[src/rtl/mac_pe_pkg.sv]
// Shared defaults, FSM state encoding and saturation limits for the mac_pe block.
package mac_pe_pkg;

  localparam int unsigned DATA_BIT_DEF = 16;
  localparam int unsigned TAPS_DEF     = 3;
  localparam int unsigned ACC_BIT_DEF  = 2 * DATA_BIT_DEF + 4;

  typedef enum logic [1:0] {
    IDLE    = 2'd0,
    COMPUTE = 2'd1,
    DONE    = 2'd2
  } state_e;

  // Signed accumulator limits at the default width
  localparam logic signed [ACC_BIT_DEF-1:0] SAT_MAX = {1'b0, {(ACC_BIT_DEF-1){1'b1}}};
  localparam logic signed [ACC_BIT_DEF-1:0] SAT_MIN = {1'b1, {(ACC_BIT_DEF-1){1'b0}}};

endpackage

[src/rtl/mac_pe_shreg.sv]
// Signed shift register bank: entry 0 takes din, entry k takes entry k-1 on en.
module mac_pe_shreg
  import mac_pe_pkg::*;
#(
  parameter int unsigned W     = DATA_BIT_DEF,
  parameter int unsigned DEPTH = TAPS_DEF
) (
  input  logic                       clk,
  input  logic                       rst,
  input  logic                       clear,
  input  logic                       en,
  input  logic signed [W-1:0]        din,
  output logic [DEPTH-1:0][W-1:0]    q
);

  always_ff @(posedge clk) begin
    if (rst || clear) begin
      q <= '0;
    end else if (en) begin
      q <= {q[DEPTH-2:0], din};
    end
  end

endmodule

[src/rtl/mac_pe.sv]
// Single-multiplier MAC processing element: TAPS-long dot product of weight and feature banks.
// Define MAC_PE_SAT_EN to saturate each accumulate step instead of wrapping.
module mac_pe
  import mac_pe_pkg::*;
#(
  parameter int unsigned DATA_BIT = DATA_BIT_DEF,
  parameter int unsigned TAPS     = TAPS_DEF,
  parameter int unsigned ACC_BIT  = 2 * DATA_BIT + 4
) (
  input  logic                       clk,
  input  logic                       rst,
  input  logic                       clear,
  input  logic                       w_w,
  input  logic signed [DATA_BIT-1:0] w_in,
  input  logic                       if_w,
  input  logic signed [DATA_BIT-1:0] if_in,
  input  logic                       start,
  input  logic                       acc_mode,
  input  logic                       out_ready,
  output logic                       out_valid,
  output logic                       busy,
  output logic signed [ACC_BIT-1:0]  out
);

  localparam int unsigned PROD_BIT = 2 * DATA_BIT;
  localparam int unsigned TAP_W    = $clog2(TAPS);

  state_e                     state, state_nxt;
  logic [TAP_W-1:0]           tap, tap_nxt;
  logic signed [ACC_BIT-1:0]  acc, acc_nxt, acc_step, out_nxt, prod_ext;
  logic                       out_valid_nxt;
  logic [TAPS-1:0][DATA_BIT-1:0] w_bank, f_bank;
  logic signed [DATA_BIT-1:0] w_sel, f_sel;
  logic signed [PROD_BIT-1:0] prod;

  mac_pe_shreg #(.W(DATA_BIT), .DEPTH(TAPS)) u_w_bank (
    .clk   (clk),
    .rst   (rst),
    .clear (clear),
    .en    (w_w && (state == IDLE)),
    .din   (w_in),
    .q     (w_bank)
  );

  mac_pe_shreg #(.W(DATA_BIT), .DEPTH(TAPS)) u_f_bank (
    .clk   (clk),
    .rst   (clear ? 1'b1 : rst),
    .clear (1'b0),
    .en    (if_w && (state == IDLE)),
    .din   (if_in),
    .q     (f_bank)
  );

  // Tap select mux; out-of-range counter values read as zero
  always_comb begin
    w_sel = '0;
    f_sel = '0;
    for (int unsigned k = 0; k < TAPS; k++) begin
      if (tap == TAP_W'(k)) begin
        w_sel = $signed(w_bank[k]);
        f_sel = $signed(f_bank[k]);
      end
    end
  end

  assign prod     = PROD_BIT'(w_sel) * PROD_BIT'(f_sel);
  assign prod_ext = ACC_BIT'(prod);

`ifdef MAC_PE_SAT_EN
  localparam logic signed [ACC_BIT-1:0] ACC_MAX = {1'b0, {(ACC_BIT-1){1'b1}}};
  localparam logic signed [ACC_BIT-1:0] ACC_MIN = {1'b1, {(ACC_BIT-1){1'b0}}};
  logic signed [ACC_BIT:0] sum;

  // One guard bit exposes overflow of the signed add
  always_comb begin
    sum = (ACC_BIT+1)'(acc) + (ACC_BIT+1)'(prod_ext);
    if (sum[ACC_BIT] != sum[ACC_BIT-1]) begin
      acc_step = sum[ACC_BIT] ? ACC_MIN : ACC_MAX;
    end else begin
      acc_step = sum[ACC_BIT-1:0];
    end
  end
`else
  always_comb begin
    acc_step = acc + prod_ext;
  end
`endif

  // Next-state and datapath update
  always_comb begin
    state_nxt     = state;
    tap_nxt       = tap;
    acc_nxt       = acc;
    out_nxt       = out;
    out_valid_nxt = out_valid;
    case (state)
      IDLE: begin
        if (start) begin
          state_nxt = COMPUTE;
          tap_nxt   = '0;
          acc_nxt   = acc_mode ? acc : '0;
        end
      end
      COMPUTE: begin
        acc_nxt = acc_step;
        tap_nxt = tap + TAP_W'(1);
        if (tap == TAP_W'(TAPS - 1)) begin
          state_nxt     = DONE;
          out_nxt       = acc_step;
          out_valid_nxt = 1'b1;
        end
      end
      DONE: begin
        if (out_valid && out_ready) begin
          state_nxt     = IDLE;
          out_valid_nxt = 1'b0;
        end
      end
      default: state_nxt = IDLE;
    endcase
    if (clear) begin
      state_nxt     = IDLE;
      tap_nxt       = '0;
      acc_nxt       = '0;
      out_nxt       = '0;
      out_valid_nxt = 1'b0;
    end
  end

  always_ff @(posedge clk) begin
    if (rst) begin
      state     <= IDLE;
      tap       <= '0;
      acc       <= '0;
      out       <= '0;
      out_valid <= 1'b0;
      busy      <= 1'b0;
    end else begin
      state     <= state_nxt;
      tap       <= tap_nxt;
      acc       <= acc_nxt;
      out       <= out_nxt;
      out_valid <= out_valid_nxt;
      busy      <= (state_nxt != IDLE);
    end
  end

endmodule

[config.mk]
export PLATFORM = sky130hd
export DESIGN_NAME = mac_pe
export DESIGN_NICKNAME = d
export VERILOG_FILES = /design/src/rtl/mac_pe_pkg.sv /design/src/rtl/mac_pe_shreg.sv /design/src/rtl/mac_pe.sv
export SDC_FILE = /design/constraint.sdc
export NUM_CORES = 1
export LEC_CHECK = 0
export CAP_MARGIN = 5
export CORE_ASPECT_RATIO = 0.7
export CORE_MARGIN = 4
export CORE_UTILIZATION = 50
export CTS_BUF_LIST = sky130_fd_sc_hd__clkbuf_16
export DETAILED_ROUTE_END_ITERATION = 16
export GPL_TIMING_DRIVEN = 0
export PLACE_DENSITY = 0.78
export SLEW_MARGIN = 10
export SYNTH_ARGS = -nofsm -noshare
export SYNTH_HDL_FRONTEND = slang
export SYNTH_SLANG_ARGS = --single-unit
[constraint.sdc]
create_clock -name clk -period 7.2 [get_ports clk]
set_input_delay 0.72 -clock clk [delete_from_list [all_inputs] [get_ports clk]]
set_output_delay 0.72 -clock clk [all_outputs]
set_load 0.01 [all_outputs]
Word level (Yosys, flattened, before mapping)
Index checks and enable logic that the tools add are counted.

operators by class
  $mul = 1
  reductions and logical operators = 14
  add/sub/neg operators = 2
  equal/unequal tests = 8
  mux-type cells = 20

operators with widths
  operator             number
  $mux 16              6
  $mux 36              2
  $pmux 36 s2          1
  $add 36x32->36       1
  $mul 16x16->32       1
  $mux 2               5
  $ne 2x2->1 const B   4
  $pmux 2 s3           1
  $reduce_and 3->1     2
  $reduce_bool 2->1    3
  $eq 2x1->1 const B   2
  $eq 2x2->1 const B   2
  $logic_not 2->1      2
  $pmux 2 s2           1
  $reduce_and 2->1     2
  $logic_and 1x1->1    3
  $mux 1               3
  $add 2x1->2 const B  1
  $pmux 1 s2           1
  $reduce_or 2->1      1
  $logic_or 1x1->1     1

storage, ports and cells
  register bits = 174
  bits of input ports = 40

Depth between registers and ports, before layout
Gate-level depths: netlist of the first run.

  depth in word-level cells = 7
  mapped depth = 31
  mapped depth without buffers = 29

Hierarchy
Synthesis of the first run repeated with hierarchy kept, for this count alone.

second synthesis, totals
  cells, all modules = 2045
  area, all modules = 18519.0 um^2

modules (own cells, without submodules)
  module        cells an instance  times used  sequential area each (um^2)  area each (um^2)
  mac_pe        1733               1           1561.5                       15008.1
  mac_pe_shreg  156                2           960.9                        1755.4

Least setup slack after synthesis of the first run
No wires, ideal clock.

  kind = register to register
  start = register tap[1]
  end = register acc[35]
  slack = -249 ps
  arrival time = 7323 ps
  required time = 7074 ps
  period minus slack after synthesis = 7449 ps
  stages on the path, launching flop included = 30
  setup time = 126 ps
  path through = dfxtp_1 -> inv_1 -> ha_1 -> clkbuf_1 -> clkbuf_1 -> buf_1 -> a21oi_1 -> o21ai_1 -> nand2_1 -> fa_1 -> fa_1 -> inv_1 -> fa_1 -> inv_1 -> fa_1 -> inv_1 -> fa_1 -> inv_1 -> fa_1 -> inv_1 -> ha_1 -> clkbuf_8 -> and3_2 -> and4_1 -> nand4_1 -> a211oi_1 -> nor2_1 -> a31oi_1 -> xor2_1 -> o21ai_0

between the ends
  cells in the longest elaborated chain, start to end = 7
  elaborated cells between the ends (all ways) = 12

ends and longest elaborated chain
  what                    line           RTL
  from (decl)             mac_pe.sv:29   logic [TAP_W-1:0] tap, tap_nxt;
  from (signal assigned)  mac_pe.sv:140  tap <= tap_nxt;
  $logic_not 2->1         mac_pe.sv:59   if (tap == TAP_W'(k)) begin
  $mux 16 (3 in series)   mac_pe.sv:59
  $mul 16x16->32 *        mac_pe.sv:66   assign prod = PROD_BIT'(w_sel) * PROD_BIT'(f_sel);
  $add 36x32->36 *        mac_pe.sv:85   acc_step = acc + prod_ext;
  $pmux 36 s2 *           mac_pe.sv:96   case (state)
  to (signal assigned)    mac_pe.sv:141  acc <= acc_nxt;
  to (decl)               mac_pe.sv:30   logic signed [ACC_BIT-1:0] acc, acc_nxt, acc_step, out_nxt, prod_ext;

Mark *: on every way between the ends. The rest lies on a longest branch, timed or not.
A chain may end at the register's enable or synchronous reset.

Worst setup path in the final report of the first run
  start = register tap[0]
  end = register out[31]

between the ends
  cells in the longest elaborated chain, start to end = 6
  elaborated cells between the ends (all ways) = 12

ends and longest elaborated chain
  what                   line           RTL
  $logic_not 2->1        mac_pe.sv:59
  $mux 16 (3 in series)  mac_pe.sv:59
  $mul 16x16->32         mac_pe.sv:66
  $add 36x32->36         mac_pe.sv:85
  to (signal assigned)   mac_pe.sv:142  out <= out_nxt;
  to (decl)              mac_pe.sv:22   output logic signed [ACC_BIT-1:0] out

Parallel ways exist; a longest one is shown, timed or not.

==> impl_metrics.ini, run 1 <==
[logic_synthesis]
synth.area.top_cells = fa_1 (34%), dfxtp_1 (19%), nand2_1 (9.0%), inv_1 (7.6%), ha_1 (7.5%)
synthCells = 2207
mappedNetlistNets = 2671
synth_ff_type = dfxtp_1
ys.warnings.count = 0
yosysSeqAreaShare = 0.1889
synth_area_mm2 = 0.01844
synth_cell_types = 64
syn-mean-instance-area_um2 = 8.355
ys_ff_latch = 174
async_reset_ff_frac = 0
synthDominantCellAreaShare = 0.3409
yosysTopAreaCell = fa_1
synth-edff-count = 0

[timing]
post-route-worst-setup-slack_ns = -0.07740
slew_headroom = 0.3777
finalSetupTns_ns = -0.1696
maxSlewViolCount = 0
setup_viol_count_final = 7
max_freq_ghz = 0.1374
period_share = 1.011
fin_skew_ns = 0.008923
timing_hold_violations_final = 0
worst_slew_pin_slew_ns = 0.9335
rsz0062_at_grt = yes
period_needed_ns = 7.277

[clocking]
cts_tree = done
clk_latency_ns = 0.46
clockBufferDepth = 2
clkTransAtPathRegs_ns = 0.08
numCtsBuffers = 17
cts-root-buf = clkbuf_16
cts_max_level = 4
cts_hold_buf = 0
numClockSinks = 174

[run]
max_cap_viol_count = 0

[global_routing]
grt_usage = 0.2929
grt_first_pass_wirelength_um = 91940
grt_overflow = 0
antenna_found_initial = 1
grt_start_max_net_pins = 20
grt_pass1_vias = 17100

[route]
vias = 16490
via_per_inst = 5.692
drt_pass1_iterations = 6
drt-initial-drc-count = 1794
drc = 0
wl_per_cell_um = 20.52
wl_um = 59460
antenna_left = 0

[worst_setup_path]
cp-start-kind = flop
critical_path.max_fanout = 10
end_kind = flop
worstPathArrival_ns = 7.68
crit_type = reg -> reg
worst_ep_required_time_ns = 7.60

[finish]
area.growth.synth_to_final_pct = 23.90
n_fill_cell = 2918
drive_gt1_frac = 0.1523
fin_area_mm2 = 0.02285
multi_input_area_mm2 = 0.01429
seq_area_mm2 = 0.003491
num-nets-final = 2867

[placed_design]
place.gp.congestion = 0.9895
port-buffer-count = 77
postPlaceCellArea_mm2 = 0.01983
dpl.hpwl_um = 45170

[status]
failed_checks = setup timing
status = finished, violations left

[floorplanning]
pin_count = 78
die_area_mm2 = 0.04007
coreArea_mm2 = 0.03614
die_height_um = 168.7
chipWidth_um = 237.5
row_count = 58
start_util = 0.5102

[power]
power_density_mw_per_mm2 = 103.9
p_leak_nw = 10.28
vdd_drop_max_uv = 115.8
total_power_mw = 2.373

[worst_hold_path]
hp-class = reg -> reg
## critical path: stages, from the launching register on
cell and delay (ns):
dfxtp_4 0.37, inv_4 0.07, ha_4 0.20, clkbuf_16 0.21, buf_8 0.17, buf_8 0.18, nand2_1 0.14, o21ai_4 0.11
buf_6 0.14, clkbuf_16 0.15, nand2_1 0.07, fa_1 0.52, inv_1 0.06, fa_1 0.53, fa_2 0.59, fa_1 0.45
fa_1 0.50, inv_1 0.05, fa_1 0.50, inv_1 0.07, ha_4 0.30, nand4_1 0.19, or3_4 0.45, a21o_4 0.23
a21oi_4 0.19, a311oi_4 0.13, or4_4 0.54, nand3_1 0.07
## through the flow
| step | worst slack, ns | utilization | hold WS [ns] | instances |
|---|---|---|---|---|
| after CTS | -0.01083 | 0.6033 | 0.4587 | 2847 |
| after floorplan | 0.002298 | - | 0.4315 | 2207 |
| after global placement | -1.935 | 0.5486 | 0.4449 | 2764 |
| after detailed placement | -2.037 | 0.5486 | 0.4478 | 2764 |
| final | -0.07740 | 0.6322 | 0.4568 | 2897 |
| after global routing | -0.2175 | 0.6321 | 0.4774 | 2896 |
## flip-flops by register name (all words and copies together), names as in the netlist
signal,flops
busy,1
out,36
acc,36
state,2
u_f_bank.q,48
u_w_bank.q,48
tap,2
out_valid,1
## cell usage after synthesis (all sizes together) (4+ instances only)
master	instances
clkbuf	72
nand4	8
nor3	4
o21ai	50
a21oi	193
and3	6
fa	314
nor2	206
o31ai	5
xor2	14
a31oi	4
nor2b	8
xnor2	19
or2	10
nand3	26
nand2	441
nand2b	11
or3	7
o211ai	5
dfxtp	174
a211oi	10
a21o	13
buf	21
o21a	25
nand3b	4
ha	110
nor4	4
inv	373
and2	11
a22oi	20
o21bai	7
## metal layers
metal / global-route usage / vias up / part of all wire / wire length [µm]
met3: 0.08322 / 147 / 0.12 / 7146
li1: - / 7248 / - / -
met1: 0.4129 / 8252 / 0.41 / 24310
met2: 0.4404 / 843 / 0.44 / 26130
met4: 0.09462 / 0 / 0.032 / 1880
met5: 0 / - / 0 / 0
## path summary, 6_finish.rpt
kind / end / slack, ns / startpoint / cells after the start
worst max-delay path: out[31] / -0.08 / tap[0] / 27
worst min-delay path: out[17] / 0.46 / out[17] / 2
worst max register to register: out[31] / -0.08 / tap[0] / 27
worst min register to register: out[17] / 0.46 / out[17] / 2
## timing repair
action | 4_1_cts | 5_1_grt
endpoints found under the setup margin | 56 | 35
gates cloned | 0 | 4
resized for setup | 225 | 151
setup buffers | 53 | 47
pin swaps | 42 | 83
## power by group
group          internal [mW]  switching [mW]  leakage (nW)
sequential             0.969         0.00777          1.41
clock                  0.503           0.483         0.303
combinational          0.156           0.253          8.57
total                   1.63           0.744          10.3
## final cells by class
class	count	area share
Sequential cell	174	0.1528
Inverter	373	0.06161
Clock buffer	17	0.01862
Antenna cell	1	0.0001095
Buffer	91	0.02990
Clock inverter	15	0.008379
Timing Repair Buffer	180	0.07683
Tap cell	480	0.02629
Multi-Input combinational cell	1566	0.6255
## cells by family after synthesis
logic type               count (synthesis)  synth area share
buffers and inverters                  467           0.09710
flip-flops                             174            0.1889
multiplexers                             1         0.0005428
adder cells (fa/ha/maj)                424            0.4155
AO/OA/AOI/OAI                          355            0.1154
AND/OR/NAND/NOR                        753            0.1668
XOR/XNOR                                33           0.01567
## layout by cell type (no fill, tap or decap), drive strengths merged, types with 11 or more instances in the layout
cell           instances
nand2                441
inv                  381
fa                   314
nor2                 206
a21oi                193
dfxtp                174
buf                  133
ha                   110
clkdlybuf4s50         77
clkbuf                77
o21ai                 50
nand3                 26
o21a                  25
a22oi                 20
xnor2                 19
xor2                  14
a21o                  13
nand2b                11
and2                  11
Power figures use the tool's default switching activity.
==> run 2: changes to the inputs <==
--- a/config.mk
+++ b/config.mk
@@ -13,6 +13,7 @@
 export DETAILED_ROUTE_END_ITERATION = 16
 export GPL_TIMING_DRIVEN = 0
 export PLACE_DENSITY = 0.78
+export SETUP_SLACK_MARGIN = 0.2
 export SLEW_MARGIN = 10
 export SYNTH_ARGS = -nofsm -noshare
 export SYNTH_HDL_FRONTEND = slang
==> run 2 against run 1 <==
  * The flow still finishes with violations (setup timing)
  * Clock skew up 0.0054 ns
  * Register-to-register slack got worse by 0.04 ns
  * Power is 0.36% higher
  * Die area unchanged
  * Sequential cell count did not move
==> impl_metrics.ini, run 2 (synthesis gave the netlist of run 1 again) <==
[status]
status = finished, violations left
failed_checks = setup timing

[timing]
finalSetupTns_ns = -0.3527
fin_skew_ns = 0.01429
timing_hold_violations_final = 0
post-route-worst-setup-slack_ns = -0.1145
period_needed_ns = 7.314
rsz0062_at_grt = yes
period_share = 1.016
max_freq_ghz = 0.1367
worst_slew_pin_slew_ns = 0.9965
setup_viol_count_final = 5
slew_headroom = 0.3357
maxSlewViolCount = 0

[worst_setup_path]
max_stage_delay_ns = 0.64
critical_path.max_fanout = 5
worstPathArrival_ns = 7.63
end_kind = flop
crit_path_top_delay_cell = fa_2
worst_ep_required_time_ns = 7.52
crit_type = reg -> reg
cp-start-kind = flop
timing.critical_path.mode_cell = fa_1

[route]
wl_um = 61970
vias = 17110
via_per_inst = 5.781
drc = 0
antenna_left = 0
drt_pass1_iterations = 6
wl_per_cell_um = 20.94
drt-initial-drc-count = 1752

[power]
total_power_mw = 2.382
p_switching_uw = 742.1
p_sw_frac = 0.3115
power_density_mw_per_mm2 = 99.68
intPower_mw = 1.640
seq_power_share = 0.411
p_leak_nw = 10.68
vdd_drop_max_uv = 106.9
clock_power_share = 0.400
combPwrFrac = 0.189

[clocking]
cts_tree = done
numCtsBuffers = 17
numClockSinks = 174
clkTransAtPathRegs_ns = 0.08
cts_hold_buf = 0
clockBufferDepth = 2
cts-root-buf = clkbuf_16
clk_latency_ns = 0.47
cts_max_level = 4

[worst_hold_path]
hp-class = reg -> reg

[floorplanning]
die_area_mm2 = 0.04007
pin_count = 78
row_count = 58
chipWidth_um = 237.5
coreArea_mm2 = 0.03614
start_util = 0.5102
die_height_um = 168.7

[run]
max_cap_viol_count = 0

[global_routing]
grt_first_pass_wirelength_um = 93330
grt_overflow = 0
grt_start_max_net_pins = 20
antenna_found_initial = 1
grt_pass1_vias = 17300
grt_usage = 0.2974

[finish]
drive_gt1_frac = 0.2094
final_util = 0.6612
area.growth.synth_to_final_pct = 29.58
num-nets-final = 2930
finalNonFillerCells = 2959
mostFrequentLayoutCell = nand2_1
final_cell_mix = nand2_1 (417), inv_1 (348), fa_1 (290)
reg_top3 = u_f_bank.q: 48 flops, u_w_bank.q: 48 flops
diodes = 0

[placed_design]
dpl.cell_count = 2764
pre_cts_ws_ns = -1.489
dpl.hpwl_um = 44740
port-buffer-count = 77
place.gp.congestion = 0.9930
-- run 2: cell types whose count changed in the layout (fill, tap and decap cells not counted), moves of 13 or more --
cell	before	now
buf_4	85	133
nor2_1	190	171
nand2_1	435	417
inv_2	10	23
-- run 2: routing by layer --
layer  up-vias  GRT usage  routed length [µm]
li1       7372          -                   -
met1      8497     0.4092               23850
met2      1055     0.4568               27680
met3       179    0.09169                8337
met4         2    0.08904                2075
met5         -          0                  18
-- run 2: layout make-up --
type	instances	area, µm²
Clock buffer	17	425.4
Timing Repair Buffer	240	2243
Buffer	94	772.0
Multi-Input combinational cell	1566	14800
Sequential cell	174	3491
Inverter	373	1408
Clock inverter	15	155.1
Tap cell	480	600.6
Fill cell	2655	12240
-- run 2: timing repair --
action                                  4_1_cts  5_1_grt
gates resized for setup                     304      212
pin swaps                                    91      102
setup buffers                                98       56
gates cloned                                  3        6
endpoints found under the setup margin       52       38
-- run 2: final timing paths --
check	startpoint	to	slack, ns	depth (start not counted)
worst min register to register	out[17]	out[17]	0.46	2
worst min-delay path	out[17]	out[17]	0.46	2
worst max-delay path	tap[0]	acc[35]	-0.11	30
worst max register to register	tap[0]	acc[35]	-0.11	30
-- run 2: power groups by stage --
stage          clock network (mW)  registers [mW]  logic (mW)
4_1_cts                     0.948           0.978       0.385
3_3_place_gp                    0            1.00       0.313
3_5_place_dp                    0            1.00       0.316
5_1_grt                     0.989           0.979       0.478
6_report                    0.953           0.978       0.451
2_1_floorplan                   0           0.998       0.199
-- run 2: through the flow --
| stage | hold slack, ns | instance area (µm²) |
|---|---|---|
| finish | 0.4593 | 23900 |
| floorplan | 0.4315 | 18470 |
| global placement | 0.4447 | 19840 |
| CTS | 0.4594 | 22570 |
| detailed placement | 0.4469 | 19840 |
| global route | 0.4771 | 23900 |
-- run 2: critical path: cells and delay by family, from the launching register on --
kind	cells	cell delay, ns
xor gates and xnor gates	1	0.21
buffers and inverters	9	0.68
DFF	1	0.37
adders and majority gates	8	3.76
AOI/OAI and AO/OA	5	1.02
and+or+nand+nor	7	1.11
==> run 3: changes to the inputs <==
--- a/config.mk
+++ b/config.mk
@@ -12,7 +12,7 @@
 export CTS_BUF_LIST = sky130_fd_sc_hd__clkbuf_16
 export DETAILED_ROUTE_END_ITERATION = 16
 export GPL_TIMING_DRIVEN = 0
-export PLACE_DENSITY = 0.78
+export PLACE_DENSITY = 0.76
 export SETUP_SLACK_MARGIN = 0.2
 export SLEW_MARGIN = 10
 export SYNTH_ARGS = -nofsm -noshare
==> constraint.sdc (replaced) <==
create_clock -name clk -period 8.2 [get_ports clk]
set_input_delay 0.82 -clock clk [delete_from_list [all_inputs] [get_ports clk]]
set_output_delay 0.82 -clock clk [all_outputs]
set_load 0.01 [all_outputs]
==> run 3 against run 2 <==
  * Cell count is 4.8% lower
  * Setup slack improved by 0.45 ns
  * The flow now finishes without violations
  * First-iteration DRC count fell by 10%
  * Global-route usage fell by 1.3 points
  * Power fell by 16%
  * Sequential share of layout area up 1.9 points
  * Via count down 7.8%
  * Largest cell class unchanged
  * Routed wire length shrank 9.8%
  * Worst hold slack is essentially flat
  * Sequential power down 12%
==> impl_metrics.ini, run 3 (synthesis gave the netlist of run 1 again) <==
[worst_setup_path]
worst_r2r_path_depth = 29
cp-startpoint = tap[1]
rrSetupSlack_ns = 0.34
cp-start-kind = flop
r2r_start = tap[1]
critical_path.max_fanout = 10
end_kind = flop
crit_path_top_delay_cell = fa_1
cp-endpoint = acc[34]
max_stage_delay_ns = 0.51
timing.critical_path.mode_cell = fa_1
crit_type = reg -> reg
worst_ep_required_time_ns = 8.61
r2r_end = acc[34]
worstPathArrival_ns = 8.27

[timing]
period_share = 0.9585
slew_headroom = 0.3176
max_freq_ghz = 0.1272
fin_skew_ns = 0.01274
timing_hold_violations_final = 0
maxSlewViolCount = 0
period_needed_ns = 7.860
worst_slew_pin_slew_ns = 1.017
setup_viol_count_final = 0
rsz0062_at_grt = no

[clocking]
numClockSinks = 174
cts-root-buf = clkbuf_16
clk_latency_ns = 0.46
cts_max_level = 4
clockBufferDepth = 2
clkTransAtPathRegs_ns = 0.08
cts_tree = done
cts_hold_buf = 0
numCtsBuffers = 17

[floorplanning]
pin_count = 78
coreArea_mm2 = 0.03614
chipWidth_um = 237.5
start_util = 0.5102
die_area_mm2 = 0.04007
row_count = 58
die_height_um = 168.7

[global_routing]
grt_first_pass_wirelength_um = 88430
grt_start_max_net_pins = 20
grt_overflow = 0
grt_usage = 0.2842
grt_pass1_vias = 16110
antenna_found_initial = 1

[placed_design]
place.gp.congestion = 1.000
dpl.hpwl_um = 46170
port-buffer-count = 77
postPlaceCellArea_mm2 = 0.01981
dpl.cell_count = 2764

[power]
total_power_mw = 2.000
p_switching_uw = 633.3
power_density_mw_per_mm2 = 94.70
combPwrFrac = 0.154
clock_power_share = 0.417
seq_power_share = 0.429
p_sw_frac = 0.3167
vdd_drop_max_uv = 109.6
p_leak_nw = 9.726
intPower_mw = 1.366

[route]
drt-initial-drc-count = 1571
wl_um = 55920
via_per_inst = 5.600
drc = 0
antenna_left = 0
wl_per_cell_um = 19.85
drt_pass1_iterations = 5
vias = 15780

[finish]
reg_top3 = u_f_bank.q: 48 flops, u_w_bank.q: 48 flops
area.growth.synth_to_final_pct = 14.52
finalNonFillerCells = 2817
num-nets-final = 2787
fin_area_mm2 = 0.02112
drive_gt1_frac = 0.07449
final_cell_mix = nand2_1 (441), inv_1 (373), fa_1 (311)
mostFrequentLayoutCell = nand2_1
n_fill_cell = 3233

[run]
max_cap_viol_count = 0

[worst_hold_path]
hp-class = reg -> reg

[status]
status = finished clean
-- run 3: layer usage --
metal  up-vias  part of all wire  global-route usage
li1       7085                 -                   -
met1      7942              0.44              0.4053
met2       676              0.43              0.4179
met3        69              0.12             0.09870
met4         4             0.021             0.07154
met5         -           0.00050                   0
-- run 3: area by class of cell --
type | instances | area (µm²) | area share
sequential | 174 | 3483 | 0.1649
clock inverter | 15 | 166.4 | 0.007880
buffer | 94 | 493.0 | 0.02334
multi-input combinational | 1566 | 13580 | 0.6430
clock buffer | 17 | 425.4 | 0.02014
inverter | 373 | 1400 | 0.06630
timing repair buffer | 97 | 968.4 | 0.04586
tap | 480 | 600.6 | 0.02844
antenna | 1 | 2.502 | 0.0001185
-- run 3: worst min-delay path by stage --
| stage | from | to | slack (ns) | depth (start not counted) |
|---|---|---|---|---|
| 2_1_floorplan | acc[16] | acc[16] | 0.43 | 2 |
| 3_3_place_gp | u_f_bank.q[41] | u_f_bank.q[41] | 0.44 | 2 |
| 3_5_place_dp | u_f_bank.q[35] | u_f_bank.q[35] | 0.45 | 2 |
| 4_1_cts | u_f_bank.q[35] | u_f_bank.q[35] | 0.46 | 2 |
| 5_1_grt | u_w_bank.q[34] | u_w_bank.q[34] | 0.47 | 2 |
| 6_report | u_f_bank.q[41] | u_f_bank.q[41] | 0.46 | 2 |
-- run 3: power by group through the flow --
| stage | Combinational, mW | Sequential [mW] | Clock (mW) |
|---|---|---|---|
| after global routing | 0.333 | 0.859 | 0.867 |
| after CTS | 0.288 | 0.858 | 0.838 |
| after detailed placement | 0.280 | 0.878 | 0 |
| after floorplan | 0.174 | 0.876 | 0 |
| after global placement | 0.278 | 0.878 | 0 |
| final | 0.307 | 0.858 | 0.834 |
-- run 3: through the flow --
step                      setup WS [ns]  setup TNS (ns)    util  hold slack (ns)
final                            0.3404               0  0.5843           0.4589
after global routing             0.1563               0  0.5843           0.4743
after floorplan                  0.7508               0       -           0.4315
after CTS                        0.2210               0  0.5702           0.4571
after global placement           -1.238          -22.02  0.5482           0.4445
after detailed placement         -1.312          -26.91  0.5482           0.4468
-- run 3: critical path: cells and delay by family, from the launching register on --
family | cells | cell delay [ns]
AND/OR/NAND/NOR | 3 | 0.47
flip-flops | 1 | 0.35
adder cells (fa/ha/maj) | 8 | 3.55
buffers and inverters | 9 | 1.20
AO/OA/AOI/OAI | 9 | 2.26
-- run 3: timing repair --
item	in CTS	in global routing
endpoints found under the setup margin	48	36
pin swaps	0	12
cloned	0	0
resized for setup	71	104
buffers inserted	0	20
